==> src/rtl/alu_top.sv <==
// Clocked signed ALU: single-cycle add/sub/mul and an iterative restoring divider
// behind a start/done handshake. Result is 2*WIDTH bits; divide packs {quotient, remainder}.
module alu_top #(
  parameter int unsigned WIDTH = 8
) (
  input  logic                      clk,
  input  logic                      rst,
  input  logic                      start,
  input  logic signed [WIDTH-1:0]   A,
  input  logic signed [WIDTH-1:0]   B,
  input  logic [1:0]                op,
  output logic signed [2*WIDTH-1:0] result,
  output logic                      done,
  output logic                      busy,
  output logic                      div_by_zero
);

  localparam int unsigned RW = 2 * WIDTH;
  localparam int unsigned CW = $clog2(WIDTH);

  localparam logic [1:0] OP_ADD = 2'b00;
  localparam logic [1:0] OP_SUB = 2'b01;
  localparam logic [1:0] OP_MUL = 2'b10;
  localparam logic [1:0] OP_DIV = 2'b11;

  // S_EXEC: single-cycle op (or divide by zero) completes on the next edge.
  // S_DIV : one restoring iteration per edge.
  // S_FIX : signs applied, result/done registered.
  typedef enum logic [1:0] {
    S_IDLE = 2'd0,
    S_EXEC = 2'd1,
    S_DIV  = 2'd2,
    S_FIX  = 2'd3
  } state_t;

  state_t                    state;
  logic signed [WIDTH-1:0]   a_q;
  logic signed [WIDTH-1:0]   b_q;
  logic [1:0]                op_q;

  // Divider datapath: dvd shifts the dividend out and the quotient in.
  logic [WIDTH-1:0]          dvd;
  logic [WIDTH-1:0]          rem;
  logic [WIDTH-1:0]          dsr;
  logic                      neg_q;
  logic                      neg_r;
  logic [CW-1:0]             cnt;

  logic                      accept;
  logic                      dz_set;
  logic [WIDTH-1:0]          a_mag;
  logic [WIDTH-1:0]          b_mag;
  logic signed [RW-1:0]      a_sx;
  logic signed [RW-1:0]      b_sx;
  logic signed [RW-1:0]      sum;
  logic signed [RW-1:0]      diff;
  logic signed [RW-1:0]      prod;
  logic [WIDTH:0]            trial;
  logic                      ge;
  logic [WIDTH-1:0]          rem_nxt;
  logic [WIDTH-1:0]          dvd_nxt;
  logic [WIDTH-1:0]          q_fin;
  logic [WIDTH-1:0]          r_fin;

  // Handshake, operand magnitudes and single-cycle arithmetic on latched operands.
  // The final S_FIX cycle may accept a new start so back-to-back work loses no cycle.
  always_comb begin
    accept = start && (state != S_DIV);
    dz_set = (state == S_EXEC) && (op_q == OP_DIV);
    a_mag  = A[WIDTH-1] ? $unsigned(-A) : $unsigned(A);
    b_mag  = B[WIDTH-1] ? $unsigned(-B) : $unsigned(B);
    a_sx   = RW'(a_q);
    b_sx   = RW'(b_q);
    sum    = a_sx + b_sx;
    diff   = a_sx - b_sx;
    prod   = a_sx * b_sx;
  end

  // One restoring step: 9-bit trial so a magnitude of 128 never overflows.
  always_comb begin
    trial   = {rem, dvd[WIDTH-1]};
    ge      = (trial >= {1'b0, dsr});
    rem_nxt = ge ? WIDTH'(trial - {1'b0, dsr}) : trial[WIDTH-1:0];
    dvd_nxt = {dvd[WIDTH-2:0], ge};
    q_fin   = neg_q ? ('0 - dvd) : dvd;
    r_fin   = neg_r ? ('0 - rem) : rem;
  end

  // Control FSM and all registered outputs; acceptance overrides the completion state update.
  always_ff @(posedge clk or posedge rst) begin
    if (rst) begin
      state       <= S_IDLE;
      a_q         <= '0;
      b_q         <= '0;
      op_q        <= OP_ADD;
      dvd         <= '0;
      rem         <= '0;
      dsr         <= '0;
      neg_q       <= 1'b0;
      neg_r       <= 1'b0;
      cnt         <= '0;
      result      <= '0;
      done        <= 1'b0;
      busy        <= 1'b0;
      div_by_zero <= 1'b0;
    end else begin
      done <= 1'b0;

      case (state)
        S_EXEC: begin
          done  <= 1'b1;
          state <= S_IDLE;
          case (op_q)
            OP_ADD:  result <= sum;
            OP_SUB:  result <= diff;
            OP_MUL:  result <= prod;
            default: begin
              result      <= '0;
              div_by_zero <= 1'b1;
            end
          endcase
        end
        S_DIV: begin
          dvd <= dvd_nxt;
          rem <= rem_nxt;
          cnt <= cnt + CW'(1);
          if (cnt == CW'(WIDTH - 1)) begin
            state <= S_FIX;
          end
        end
        S_FIX: begin
          result <= {q_fin, r_fin};
          done   <= 1'b1;
          busy   <= 1'b0;
          state  <= S_IDLE;
        end
        default: begin
        end
      endcase

      if (accept) begin
        a_q  <= A;
        b_q  <= B;
        op_q <= op;
        if (!dz_set) begin
          div_by_zero <= 1'b0;
        end
        if ((op == OP_DIV) && (B != '0)) begin
          state <= S_DIV;
          busy  <= 1'b1;
          dvd   <= a_mag;
          dsr   <= b_mag;
          rem   <= '0;
          cnt   <= '0;
          neg_q <= A[WIDTH-1] ^ B[WIDTH-1];
          neg_r <= A[WIDTH-1];
        end else begin
          state <= S_EXEC;
        end
      end
    end
  end

endmodule

==> config.mk <==
export PLATFORM = sky130hd
export DESIGN_NAME = alu_top
export DESIGN_NICKNAME = d
export VERILOG_FILES = /design/src/rtl/alu_top.sv
export SDC_FILE = /design/constraint.sdc
export NUM_CORES = 1
export LEC_CHECK = 0
export ABC_AREA = 1
export CORE_MARGIN = 3
export CORE_UTILIZATION = 39
export CTS_CLUSTER_SIZE = 8
export DETAILED_ROUTE_END_ITERATION = 12
export SLEW_MARGIN = 10
export SYNTH_ARGS = -nofsm -noshare
export SYNTH_HDL_FRONTEND = slang
export SYNTH_SLANG_ARGS = --single-unit
export TNS_END_PERCENT = 20
==> constraint.sdc <==
create_clock -name clk -period 6.7 [get_ports clk]
set_clock_uncertainty 0.2 [all_clocks]
set_input_delay 1.34 -clock clk [delete_from_list [all_inputs] [get_ports clk]]
set_output_delay 1.34 -clock clk [all_outputs]
set_load 0.05 [all_outputs]
* Word-level counts from Yosys, hierarchy flattened
Cells that the tools add are included.
** Storage, ports and cells
- Bits of input ports :: 21
- Bits in registers :: 68
- Word-level logic and storage cells :: 74
- Output and inout bits :: 19
** Operators by class
- Add/sub/neg operators :: 8
- Eq/ne operators :: 10
- Bitwise operators :: 1
- Multiplexer cells :: 28
- Order comparisons :: 1
- Multiply operators :: 1
- Reductions and logical operators :: 11
** Operator list (number)
- $mux 8 :: 11
- $pmux 16 s3 :: 1
- $pmux 16 s2 :: 1
- $mul 8x8->16 :: 1
- $neg 8->8 :: 2
- $sub 1x8->8 const A :: 2
- $eq 2x2->1 const B :: 5
- $add 8x8->9 :: 1
- $ge 9x8->1 :: 1
- $mux 3 :: 3
- $sub 8x8->9 :: 1
- $mux 1 :: 8
- $reduce_bool 8->1 :: 1
- $sub 8x8->8 :: 1
- $mux 2 :: 3
- $eq 2x1->1 const B :: 2
- $pmux 2 s2 :: 1
- $reduce_and 2->1 :: 2
- $add 3x1->3 const B :: 1
- $eq 3x3->1 const B :: 1
- $logic_and 1x1->1 :: 3
- $ne 3x3->1 const B :: 1
- $reduce_bool 3->1 :: 1
- $reduce_or 3->1 :: 1
- 5 further kinds :: 5

* Logic depth before layout (Yosys ltp)
- Depth in word-level cells :: 6
- Depth in mapped cells :: 24
- Mapped depth without buffers :: 23

* Worst setup path before layout
Ideal clock, no wire load.
- Path type :: register -> register
- Start :: register b_q[2]
- End :: register result[14]
- Cell stages (with the launch flop) :: 21
- Setup time :: 0.066 ns
- Period minus slack after synthesis :: 4.434 ns
- Data arrival time :: 4.168 ns
- Setup slack :: 2.266 ns
- Buffers on the path :: 1
- Data required time :: 6.434 ns
- Cell sequence :: dfrtp_1 clkbuf_1 nand2_1 inv_1 fa_1 inv_1 fa_1 inv_1 fa_1 inv_1 fa_1 inv_1 ha_1 a21o_1 a21boi_0 nand3_1 nand2_1 nand2_1 o21ai_0 nand2_1 nand2_1
** Between the ends
- Word-level cells in the longest chain between the ends :: 3
- Elaborated cells between the ends (all ways) :: 5
- Classes of those cells :: 2 x add/sub; 1 x mul; 2 x mux
** RTL lines
- start: declaration :: RTL line 38 : logic signed [WIDTH-1:0] b_q;
- start signal: assignment :: RTL line 94 : b_q <= '0;
- start signal: assignment :: RTL line 143 : b_q <= B;
- $mul 8x8->16, or another cell as far along :: RTL line 76 : prod = a_sx * b_sx;
- $pmux 16 s3 * :: RTL line 113 : case (op_q)
- $pmux 16 s2 * :: RTL line 109 : case (state)
- end signal: assignment :: RTL line 114 : OP_ADD: result <= sum;
- end signal: assignment :: RTL line 115 : OP_SUB: result <= diff;
- end signal: assignment :: RTL line 116 : OP_MUL: result <= prod;
- end: declaration :: RTL line 12 : output logic signed [2*WIDTH-1:0] result,
Every way passes the cells marked *; elsewhere a longest branch is shown, timed or not.
A chain may end at the register's enable or synchronous reset.

* Final worst setup path
Same ends and word-level chain as after synthesis.

==> qor.txt <==
Status: finished clean
Final WL: 19,440 um
CTS root buffer: clkbuf_16
RD Place Congestion: 0.8951
Core area: 18,330 um^2
FMAX: 0.2074 GHz
Pwr/cell area: 475.3 nW/um^2
H-tree levels: 3
Synth Area in Simple Gates: 23.11%
Number of gates resized after CTS: 0
Vias per cell: 4.978
Remaining DRCs: 0
Antenna cell count: 0
CP Cell Sequence: nand2_1 -> inv_1 -> fa_1 -> inv_1 -> fa_1 -> inv_1 -> fa_1 -> inv_1 -> fa_1 -> inv_1 -> ha_1 -> a21o_1 -> a21boi_0 -> nand3_1 -> nand2_1 -> nand2_1 -> o21ai_0 -> nand2_1 -> nand2_1
Leakage power: 4.464 nW
#FFs+latches synth: 68
Drt pass-1 iters: 6
Vias in the first global route: 6,469
Final worst path period need: 4.820 ns
Min-Delay Path Class: reg -> reg
Die extent in y: 143.9 um
CP max FO: 10
Antenna Violating Nets Remaining: 0
CP Class: reg -> reg
CP arrival: 4.89 ns
Setup slack at placement: 1.901 ns
Wire per inst: 15.07 um
Max Cap Violations: 0
Relative slew margins: 33.39%
CTS Sinks: 68
Total grt overflow: 0
IO Pins: 40
Synth warn: 0
Clock Latency Late Sink: 0.34 ns
Adder-Cell Fraction of Synth Area: 25.78%
Fin. Hold Viols: 0
Die span in x: 143.9 um
# Post-CTS Setup Buffers: 0
Via count: 6,422
CP peak stage delay: 0.57 ns
Worst vdd ir: 0.1976 mV
Synth unique cells: 41
Sum Neg Setup Slack: 0 ns
Post-synthesis sequential area ratio: 22.94%
Final #Nets: 1,196
Syn Area/Cell: 7.118 um^2
Multiplexer share of the synthesized area: 0%
Largest family of logic cells by synthesized area: adder cells
Worst path slowest cell: fa_1
Largest net degree at the start of global routing: 69
Synth Area in Compound Gates: 12.62%
Crit end category: flip-flop
Max-slew violations: 0
Clock buffer depth: 2
Setup violators final: 0
Mapped Area: 7417 um^2
Area Overhead vs Synth: 11.05%
First-pass GRT wire length: 32,710 um
Initial antenna violation count: 0
Initial DRC count: 361
DP HPWL: 15,670 um
Post-route worst setup slack: 1.880 ns
Starting density of the core: 40.46%
Syn_nets: 1,181
Number of hold buffers added after CTS: 0
Startpoint Class: flip-flop
RSZ-0062 raised after global routing: no
Least-Margin Pin Slew: 0.9954 ns
Tot GR Track Use: 19.90%
PortBufs: 39
Worst-path clk slew: 0.06 ns
Xor/xnor cell area share of the yosys netlist: 1.771%
Final Cycle Share: 71.95%
Row cnt: 49
Critical Path RT: 6.77 ns
Share of cells above drive strength 1: 2.733%
Die Area: 20,710 um^2
CTS tree: yes
CTS buffer count: 9
Syn Inst Count: 1,042
[final timing paths]
check                           startpoint         end  slack (ns)  depth (start not counted)
worst max-delay path                b_q[2]  result[14]        1.88                         19
worst min-delay path                dsr[4]      dsr[4]        0.29                          2
worst max register to register      b_q[2]  result[14]        1.88                         19
worst min register to register      dsr[4]      dsr[4]        0.29                          2
max in group asynchronous              rst   result[8]        4.32                          3
min in group asynchronous              rst      b_q[4]        1.37                          3
[through the flow]
stage	util (%)	total power, mW	hold WS (ns)	cell area [um^2]	cells
after detailed placement	43.26	3.421	0.2752	7930	1275
final	44.93	3.915	0.2883	8237	1290
after CTS	44.93	3.939	0.2899	8237	1290
after global placement	43.26	3.404	0.2723	7930	1275
after global routing	44.93	4.396	0.3287	8237	1290
after floorplan	-	2.748	0.2530	7417	1042
[state kept, by name (all words and copies together), names as in the netlist]
register     count
result          16
cnt              3
rem              8
dsr              8
dvd              8
done             1
div_by_zero      1
neg_r            1
op_q             2
a_q              8
state            2
neg_q            1
busy             1
b_q              8
[metal layers]
layer / global-route usage, % / routed length [um]
met1: 29.36 / 9577
met2: 31.31 / 8755
met3: 3.128 / 877
met4: 3.568 / 226
met5: 0 / 0
[area by class of cell]
type	count	area (um^2)
fillers	1851	10090
inverters	226	850.8
flip-flops and latches	68	1702
clock inverters	5	77.57
clock buffers	10	229.0
multi-input cells	712	4693
well taps	229	286.5
repair buffers	40	397.9
[synthesized netlist by cell type, drive strengths merged]
| master | count | share of area [%] |
|---|---|---|
| o21a | 4 | 0.40 |
| a21oi | 54 | 3.6 |
| nand4 | 9 | 0.96 |
| o21ai | 88 | 5.9 |
| buf | 14 | 1.2 |
| clkinv | 3 | 0.15 |
| nor2 | 69 | 3.7 |
| ha | 60 | 10 |
| xnor2 | 3 | 0.35 |
| a22oi | 2 | 0.20 |
| fa | 58 | 16 |
| o221ai | 1 | 0.12 |
| a32oi | 1 | 0.12 |
| a21o | 4 | 0.40 |
| o211ai | 8 | 0.81 |
| a221o | 1 | 0.13 |
| o311ai | 2 | 0.24 |
| clkbuf | 22 | 1.1 |
| a32o | 1 | 0.13 |
| nand3b | 2 | 0.20 |
| xor2 | 12 | 1.4 |
| dfrtp | 68 | 23 |
| a21boi | 3 | 0.30 |
| o22ai | 2 | 0.17 |
| nand2 | 256 | 13 |
| or2 | 1 | 0.084 |
| nand3 | 57 | 3.8 |
| inv | 223 | 11 |
| nor3 | 14 | 1.2 |
[where the power goes]
| group | switching (mW) | total [mW] | internal, mW |
|---|---|---|---|
| combinational | 1.73 | 2.71 | 0.982 |
| sequential | 0.158 | 0.700 | 0.542 |
| clock | 0.181 | 0.504 | 0.322 |
[critical path: cells and delay by family (launching register included)]
| family | cells | cell delay, ns |
|---|---|---|
| flip-flops | 1 | 0.53 |
| AND/OR/NAND/NOR | 6 | 0.57 |
| buffers and inverters | 5 | 0.39 |
| adder cells (fa/ha/maj) | 5 | 2.47 |
| AO/OA/AOI/OAI | 3 | 0.58 |
[kinds of logic after synthesis]
kind of cell,after synthesis
AOI/OAI and AO/OA,171
adders and majority gates,118
xor gates and xnor gates,15
buffers and inverters,262
and+or+nand+nor,408
DFF,68
[cells in the final DEF (no fill, tap or decap), drive strengths merged]
cell type      Yosys  final
o221ai             1      1
o211ai             8      8
clkbuf            22     10
xor2              12     12
clkdlybuf4s50      0     39
a21boi             3      3
clkinv             3      5
a32o               1      1
nand2            256    256
nand3             57     57
dfrtp             68     68
fa                58     58
a21oi             54     54
a221o              1      1
o21a               4      4
a22oi              2      2
o21ai             88     88
nand3b             2      2
nor2              69     69
nand4              9      9
clkinvlp           0      1
inv              223    223
buf               14      1
a21o               4      4
a32oi              1      1
nor3              14     14
xnor2              3      3
or2                1      1
bufinv             0      2
ha                60     60
o22ai              2      2
o311ai             2      2
Note: power is estimated with default switching activity, not from simulation.
